<file path="src/rtl/dmem_arb_pkg.sv">
// Shared types and constants for the data-memory arbiter.
// Holds the sequencer state encoding, owner IDs and legal read-latency bounds.
package dmem_arb_pkg;

   typedef enum logic [1:0] {
      IDLE = 2'd0,
      CMD  = 2'd1,
      WAIT = 2'd2,
      RESP = 2'd3
   } state_t;

   localparam logic M0 = 1'b0;
   localparam logic M1 = 1'b1;

   localparam int MEM_LAT_MIN = 1;
   localparam int MEM_LAT_MAX = 8;

endpackage

</file>
<file path="src/rtl/rr_arbiter2.sv">
// Two-input round-robin grant.
// On a tie, the requester that was not granted last wins.
module rr_arbiter2
   import dmem_arb_pkg::*;
(
   input  logic [1:0] i_req,
   input  logic       i_last,
   output logic [1:0] o_gnt
);

   // one-hot grant selection
   always_comb begin
      o_gnt = 2'b00;
      case (i_req)
         2'b01:   o_gnt = 2'b01;
         2'b10:   o_gnt = 2'b10;
         2'b11:   o_gnt = (i_last == M1) ? 2'b01 : 2'b10;
         default: o_gnt = 2'b00;
      endcase
   end

endmodule

</file>
<file path="src/rtl/dmem_arbiter.sv">
// Round-robin arbiter and sequencer for the shared single-port data memory.
// It runs one transaction at a time: accept, command, latency wait, then a one-cycle response.
module dmem_arbiter
   import dmem_arb_pkg::*;
#(
   parameter int ADDR_W  = 6,
   parameter int DATA_W  = 32,
   parameter int MEM_LAT = 1
)
(
   input  logic              clk,
   input  logic              rst,
   input  logic              m0_req,
   input  logic              m0_we,
   input  logic [31:0]       m0_addr,
   input  logic [DATA_W-1:0] m0_wdata,
   output logic              m0_ready,
   output logic              m0_rvalid,
   output logic [DATA_W-1:0] m0_rdata,
   output logic              m0_err,
   input  logic              m1_req,
   input  logic              m1_we,
   input  logic [31:0]       m1_addr,
   input  logic [DATA_W-1:0] m1_wdata,
   output logic              m1_ready,
   output logic              m1_rvalid,
   output logic [DATA_W-1:0] m1_rdata,
   output logic              m1_err,
   output logic              mem_en,
   output logic              mem_we,
   output logic [ADDR_W-1:0] mem_addr,
   output logic [DATA_W-1:0] mem_wdata,
   input  logic [DATA_W-1:0] mem_rdata
);

   localparam int LAT   = (MEM_LAT < MEM_LAT_MIN) ? MEM_LAT_MIN :
                          ((MEM_LAT > MEM_LAT_MAX) ? MEM_LAT_MAX : MEM_LAT);
   localparam int CNT_W = 4;

   state_t            r_state;
   state_t            w_next;
   logic              r_last;
   logic              r_owner;
   logic              r_we;
   logic              r_err;
   logic [ADDR_W-1:0] r_addr;
   logic [DATA_W-1:0] r_wdata;
   logic [CNT_W-1:0]  r_cnt;
   logic              r_mem_en;
   logic              r_mem_we;
   logic              r_rvalid0;
   logic              r_rvalid1;
   logic              r_err0;
   logic              r_err1;
   logic [DATA_W-1:0] r_rdata0;
   logic [DATA_W-1:0] r_rdata1;

   logic [1:0]        w_gnt;
   logic              w_idle;
   logic              w_acc;
   logic              w_sample;
   logic              w_sel_we;
   logic [31:0]       w_sel_addr;
   logic [DATA_W-1:0] w_sel_wdata;
   logic              w_sel_err;
   logic [DATA_W-1:0] w_resp_data;

   rr_arbiter2 u_arb (
      .i_req  ({m1_req, m0_req}),
      .i_last (r_last),
      .o_gnt  (w_gnt)
   );

   // ready is held low for the whole reset pulse, not just after the edge
   assign w_idle      = (r_state == IDLE) && !rst;
   assign m0_ready    = w_idle & w_gnt[0];
   assign m1_ready    = w_idle & w_gnt[1];
   assign w_acc       = m0_ready | m1_ready;
   assign w_sel_we    = w_gnt[1] ? m1_we    : m0_we;
   assign w_sel_addr  = w_gnt[1] ? m1_addr  : m0_addr;
   assign w_sel_wdata = w_gnt[1] ? m1_wdata : m0_wdata;
   assign w_sel_err   = |w_sel_addr[31:ADDR_W];
   assign w_sample    = (w_next == RESP);
   assign w_resp_data = (r_we || r_err) ? {DATA_W{1'b0}} : mem_rdata;

   // sequencer state register
   always_ff @(posedge clk or posedge rst) begin
      if (rst) r_state <= IDLE;
      else     r_state <= w_next;
   end

   // sequencer next-state
   always_comb begin
      w_next = r_state;
      case (r_state)
         IDLE:    w_next = w_acc ? CMD : IDLE;
         CMD:     w_next = (LAT > 1) ? WAIT : RESP;
         WAIT:    w_next = (r_cnt == CNT_W'(1)) ? RESP : WAIT;
         RESP:    w_next = IDLE;
         default: w_next = IDLE;
      endcase
   end

   // transaction capture, grant pointer and latency counter
   always_ff @(posedge clk or posedge rst) begin
      if (rst) begin
         r_last  <= M1;
         r_owner <= M0;
         r_we    <= 1'b0;
         r_err   <= 1'b0;
         r_addr  <= {ADDR_W{1'b0}};
         r_wdata <= {DATA_W{1'b0}};
         r_cnt   <= {CNT_W{1'b0}};
      end else begin
         if (w_acc) begin
            r_last  <= w_gnt[1];
            r_owner <= w_gnt[1];
            r_we    <= w_sel_we;
            r_err   <= w_sel_err;
            r_addr  <= w_sel_addr[ADDR_W-1:0];
            r_wdata <= w_sel_wdata;
         end
         case (r_state)
            CMD:     r_cnt <= CNT_W'(LAT - 1);
            WAIT:    r_cnt <= r_cnt - CNT_W'(1);
            default: r_cnt <= r_cnt;
         endcase
      end
   end

   // registered memory command and owner-steered response
   always_ff @(posedge clk or posedge rst) begin
      if (rst) begin
         r_mem_en  <= 1'b0;
         r_mem_we  <= 1'b0;
         r_rvalid0 <= 1'b0;
         r_rvalid1 <= 1'b0;
         r_err0    <= 1'b0;
         r_err1    <= 1'b0;
         r_rdata0  <= {DATA_W{1'b0}};
         r_rdata1  <= {DATA_W{1'b0}};
      end else begin
         r_mem_en  <= w_acc;
         r_mem_we  <= w_acc && w_sel_we && !w_sel_err;
         r_rvalid0 <= w_sample && (r_owner == M0);
         r_rvalid1 <= w_sample && (r_owner == M1);
         r_err0    <= w_sample && (r_owner == M0) && r_err;
         r_err1    <= w_sample && (r_owner == M1) && r_err;
         r_rdata0  <= (w_sample && (r_owner == M0)) ? w_resp_data : {DATA_W{1'b0}};
         r_rdata1  <= (w_sample && (r_owner == M1)) ? w_resp_data : {DATA_W{1'b0}};
      end
   end

   assign mem_en    = r_mem_en;
   assign mem_we    = r_mem_we;
   assign mem_addr  = r_addr;
   assign mem_wdata = r_wdata;
   assign m0_rvalid = r_rvalid0;
   assign m1_rvalid = r_rvalid1;
   assign m0_rdata  = r_rdata0;
   assign m1_rdata  = r_rdata1;
   assign m0_err    = r_err0;
   assign m1_err    = r_err1;

endmodule

</file>
<file path="config.mk">
export PLATFORM = sky130hd
export DESIGN_NAME = dmem_arbiter
export DESIGN_NICKNAME = d
export VERILOG_FILES = /design/src/rtl/dmem_arb_pkg.sv /design/src/rtl/rr_arbiter2.sv /design/src/rtl/dmem_arbiter.sv
export SDC_FILE = /design/constraint.sdc
export NUM_CORES = 1
export LEC_CHECK = 0
export BUFFER_PORTS_ARGS = -buffer_cell sky130_fd_sc_hd__buf_2
export CAP_MARGIN = 10
export CORE_MARGIN = 2
export CORE_UTILIZATION = 41
export CTS_BUF_LIST = sky130_fd_sc_hd__clkbuf_8
export CTS_CLUSTER_DIAMETER = 30
export DETAILED_ROUTE_END_ITERATION = 7
export PLACE_DENSITY_LB_ADDON = 0.1
export SYNTH_ARGS = -nofsm -noshare
export SYNTH_HDL_FRONTEND = slang
export SYNTH_SLANG_ARGS = --single-unit
</file>
<file path="constraint.sdc">
create_clock -name clk -period 4.35 [get_ports clk]
set_input_delay 1.305 -clock clk [delete_from_list [all_inputs] [get_ports clk]]
set_output_delay 1.305 -clock clk [all_outputs]
set_load 0.02 [all_outputs]
</file>
; ---- Yosys cells after proc, flatten, opt, wreduce, memory -nomap -nowiden
; Index checks and enable logic that the tools add are counted.
[totals]
ff_bits = 118
inputBits = 166
output_inout_bits = 110
word_cells = 54
[op_classes]
n_addsub = 1
eq_ne = 8
muxes = 12
bitwise = 4
reduce_logical = 13
[op_table]
columns = op, count
row1 = $mux W32, 5
row2 = $reduce_or A26 Y1, 1
row3 = $eq A2 B2 Y1 const B, 5
row4 = $pmux W2 S4, 1
row5 = $pmux W4 S2, 1
row6 = $logic_and A1 B1 Y1, 7
row7 = $pmux W2 S3, 1
row8 = $eq A2 B1 Y1 const B, 2
row9 = $eq A4 B1 Y1 const B, 1
row10 = $sub A4 B1 Y4 const B, 1
row11 = $mux W1, 3
row12 = $and A1 B1 Y1, 2
row13 = $logic_not A1 Y1, 2
row14 = $logic_not A2 Y1, 1
row15 = $mux W2, 1
row16 = $reduce_bool A2 Y1, 1
row17 = $logic_or A1 B1 Y1, 1
row18 = $not A1 Y1, 1
row19 = $or A1 B1 Y1, 1

; ---- Depth between registers and ports, before layout
[logic_depth]
depth_word = 9
mapped_depth = 8
ltp_nobuf = 6

; ---- Hierarchy
; From an unflattened synthesis, not the netlist that was laid out.
[unflattened]
hier_cells = 393
hier_area_um2 = 4758.3
[modules_own_cells]
columns = module, n_inst, cells_each, area_each_um2, seq_area_each_um2
row1 = dmem_arbiter, 1, 390, 4739.5, 2954.1
row2 = rr_arbiter2, 1, 3, 18.8, 0.0

; ---- Worst setup path before layout
; No wires, ideal clock.
[synth_timing]
path_kind = input -> output
start = input port m1_req
end = output port m1_ready
t_arrival_ns = 2.153
t_required_ns = 3.045
setup_slack_ns = 0.892
path_stages = 4
n_path_buf = 2
cell_sequence = a21boi_1 > clkbuf_1 > buf_2 > and2_1
[synth_via]
elab_chain_len = 3
elab_cells_between_ends = 5
classes_between = eq/ne: 3 / mux: 1 / bitwise: 1
[synth_rtl]
columns = item, line
row1 = from (decl), dmem_arbiter.sv:21  ; input logic m1_req,
row2 = $eq A2 B2 Y1 / $eq A2 B1 Y1 (equally long branches), rr_arbiter2.sv:14  ; case (i_req)
row3 = $pmux W2 S3 (*), rr_arbiter2.sv:14
row4 = $and A1 B1 Y1 (*), dmem_arbiter.sv:77  ; assign m1_ready = w_idle & w_gnt[1];
row5 = to (decl), dmem_arbiter.sv:25  ; output logic m1_ready,
; Every way passes the cells marked *; elsewhere a longest branch is shown, timed or not.

; ---- Worst setup path after layout
[layout_timing]
start = input port rst
end = output port m0_ready
[layout_via]
elab_chain_len = 3
[layout_rtl]
columns = item, line
row1 = from (decl), dmem_arbiter.sv:12  ; input logic rst,
row2 = $logic_not A1 Y1 (no source line), --
row3 = $logic_and A1 B1 Y1, dmem_arbiter.sv:75  ; assign w_idle = (r_state == IDLE) && !rst;
row4 = $and A1 B1 Y1, dmem_arbiter.sv:76  ; assign m0_ready = w_idle & w_gnt[0];
row5 = to (decl), dmem_arbiter.sv:17  ; output logic m0_ready,
; No other way between the ends.

==> key figures <==
Layout
  • Layout fillers: 976
  • Nets: 837
  • Layout area overhead: 41.21%
  • Layout Cells excl Fill: 821
  • Final Cell Area: 0.006620 mm2
  • Share of layout cells above drive strength 1: 0.4705
  • Ant. Diodes: 0

Floorplan
  • Std-Cell Rows: 39
  • Core footprint: 0.01127 mm2
  • Die X-Extent: 110.9 um
  • Num ports: 276
  • Die Area: 0.01231 mm2
  • Starting Density: 0.4159
  • Die Height: 110.9 um

Synth
  • Register area share after synthesis: 0.6301
  • Yosys warning count: 0
  • Top post-synthesis cells by area: dfrtp_1 (62%), and3_1 (8.5%), mux2i_1 (8.5%)
  • Simple-gate portion of the synthesized area: 0.1607
  • Largest family of logic cells by synthesized area: simple AND/OR/NAND/NOR gates
  • Mean post-synth cell area: 11.99 um2
  • Synth Area in XOR/XNOR: 0
  • Mapped Area: 0.004688 mm2
  • Share of the synthesized area in the top cell type: 0.6245
  • Mapped Cells: 391
  • Post-synthesis adder-cell area fraction: 0.01601
  • Compound-gate portion of the synthesized area: 0.07313
  • Multiplexer share of the synthesized area: 0.08540
  • Synthesized net count: 563
  • Post-synthesis cell type count: 34
  • Flops & latches, synth: 118
  • Cell taking the most area after synthesis: dfrtp_1

Setup path
  • CP Data Arrival Time: 2.13 ns
  • Worst Setup EP: m0_ready
  • CP Max Fanout: 5
  • R2r startpoint: r_state[0]
  • Kind of critical path: in2out
  • Reg2reg end: m0_rdata[25]
  • Crit path launch: rst
  • Worst path required time: 3.04 ns
  • R2R Setup Slk: 2.11 ns
  • CP Launch Type: primary input
  • Reg2reg path depth: 7
  • Worst Setup End Kind: output port

Drt
  • Post-route ant nets: 0
  • Via count: 3,936
  • Per-cell routed wire length: 15.41 um
  • WL met2: 6823 um
  • DR WL met3: 878 um
  • Vias per inst: 4.794
  • Starting DRT DRC Count: 186
  • WL final: 12,650 um
  • TritonRoute pass-1 iters: 6
  • DRT met1 WL: 4745 um
  • DR top layer: met4
  • DR DRC count: 0

Placed design
  • Placed Cells: 789
  • GP Congestion: 0.7978
  • Area after DPL: 0.006202 mm2
  • I/O Buffers: 275
  • DP HPWL: 9296 um

Global route
  • Total track usage: 0.2104
  • Congestion Overflow GR: 0
  • Initial antenna violation count: 0
  • First-pass GRT wire length: 20,090 um
  • Largest net degree at the start of global routing: 70
  • Vias in the first global route: 3,982

CTS
  • TritonCTS clock tree: built
  • TritonCTS Buffers: 17
  • Total setup buffers inserted after CTS: 0
  • H-tree depth: 4
  • Clock Tree Root: clkbuf_8
  • Worst-path clk slew: 0.06 ns
  • CTS Sinks: 118
  • # hold bufs at CTS: 0
  • Clock Latency Late Sink: 0.41 ns
  • CTS max path bufs: 2
  • Cts repair resizes: 0

STA
  • Worst slew margin: 0.3122
  • Final Hold Vio Count: 0
  • Final setup TNS: 0 ns
  • Slew Limit Fails: 0
  • Period minus WS final: 3.437 ns
  • RSZ-0062 raised after global routing: false
  • Setup Skew: 0.01163 ns
  • Setup violations, final: 0
  • Tcrit/Tclk final: 0.7901
  • Worst slew pin tran: 1.029 ns
  • Fmax: 0.2910 GHz

Power
  • Worst ir drop on vdd: 0.0002965 V
  • Leakage: 3.944 nW
  • Cell Pwr Density: 597.3 mW/mm2
  • Tot Pwr: 3.954 mW

Job
  • Max Cap Viol: 0

Outcome
  • Outcome: completed

Min path
  • Hold Path Class: reg2reg
## cell usage after synthesis
library cell and number:
o21bai_1 1, and2_1 4, o21ai_2 1, buf_1 1
nor3_2 1, buf_6 3, mux2i_1 40, o31a_1 1
and4bb_1 1, and2b_1 1, o21ai_1 12, nand2_1 41
nand3_1 1, a31oi_1 1, inv_1 9, nand4b_1 1
a21boi_1 1, a21o_1 1, o22ai_1 1, dfstp_2 1
and3_1 64, nor2b_1 1, clkbuf_1 15, nand3b_1 1
or4_1 1, buf_2 7, nor2_1 4, a21oi_1 3
nand4_1 3, dfrtp_1 117, nor4_1 12, ha_1 6
a2111oi_4 2, o21ai_0 32
## layout by cell type, fill, tap and decap left out, types with 2 or more instances in the layout
master,count
buf_2,275
o21ai_1,12
ha_1,6
nor2_1,3
and2_1,4
dfrtp_1,117
nor4_1,12
clkinvlp_4,4
nand2_1,41
o21ai_0,32
clkinv_2,2
a2111oi_4,2
mux2i_1,40
clkbuf_8,19
nand4_1,3
inv_1,10
buf_4,5
and3_1,64
a21oi_1,3
clkinv_4,2
bufinv_16,3
## stage by stage
stage | utilization | hold slack [ns] | setup WS (ns)
floorplan | - | 0.4430 | 0.8915
global placement | 0.5502 | 0.4592 | 0.9291
detailed placement | 0.5502 | 0.4649 | 0.9132
CTS | 0.5873 | 0.4796 | 0.9136
global route | 0.5873 | 0.5083 | 0.8271
finish | 0.5873 | 0.4744 | 0.9132
## area by class of cell
cell class,count,area [um2],area share
clock inverters,13,156.4,0.02363
clock buffers,19,261.5,0.03950
well taps,143,178.9,0.02703
inverters,9,37.54,0.005670
flip-flops and latches,118,2954,0.4462
multi-input cells,238,1598,0.2414
repair buffers,281,1434,0.2166
## report_power, final
part	switching [mW]	internal (mW)
registers	0.141	1.38
clock network	0.433	0.594
logic	0.932	0.474
## flip-flops by register name, indices dropped and copies added (netlist names), 2 cells and up
register / flops
mem_addr: 6
mem_wdata: 32
r_state: 2
r_cnt: 4
m1_rdata: 32
m0_rdata: 32
## cell families after synthesis
family | Yosys count
adder cells (fa/ha/maj) | 6
AND/OR/NAND/NOR | 136
flip-flops | 118
AO/OA/AOI/OAI | 56
buffers and inverters | 35
multiplexers | 40
## metal layers
layer	up-vias	track usage
li1	1913	-
met1	1840	0.2343
met2	171	0.3771
met3	12	0.06780
met4	0	0.07500
met5	-	0
## how the worst min path moves through the flow
stage          cells after the start             to          start
2_1_floorplan                      1       r_cnt[3]       r_cnt[3]
3_3_place_gp                       2  mem_wdata[10]  mem_wdata[10]
3_5_place_dp                       2    mem_addr[3]    mem_addr[3]
4_1_cts                            2  mem_wdata[30]  mem_wdata[30]
5_1_grt                            2  mem_wdata[30]  mem_wdata[30]
6_report                           2  mem_wdata[29]  mem_wdata[29]
## worst max-delay path, cell delays in order
cell     delay [ns]
buf_2          0.12
and2b_1        0.30
nand2_1        0.07
a21oi_1        0.15
buf_2          0.19
Note: power is estimated with default switching activity, not from simulation.
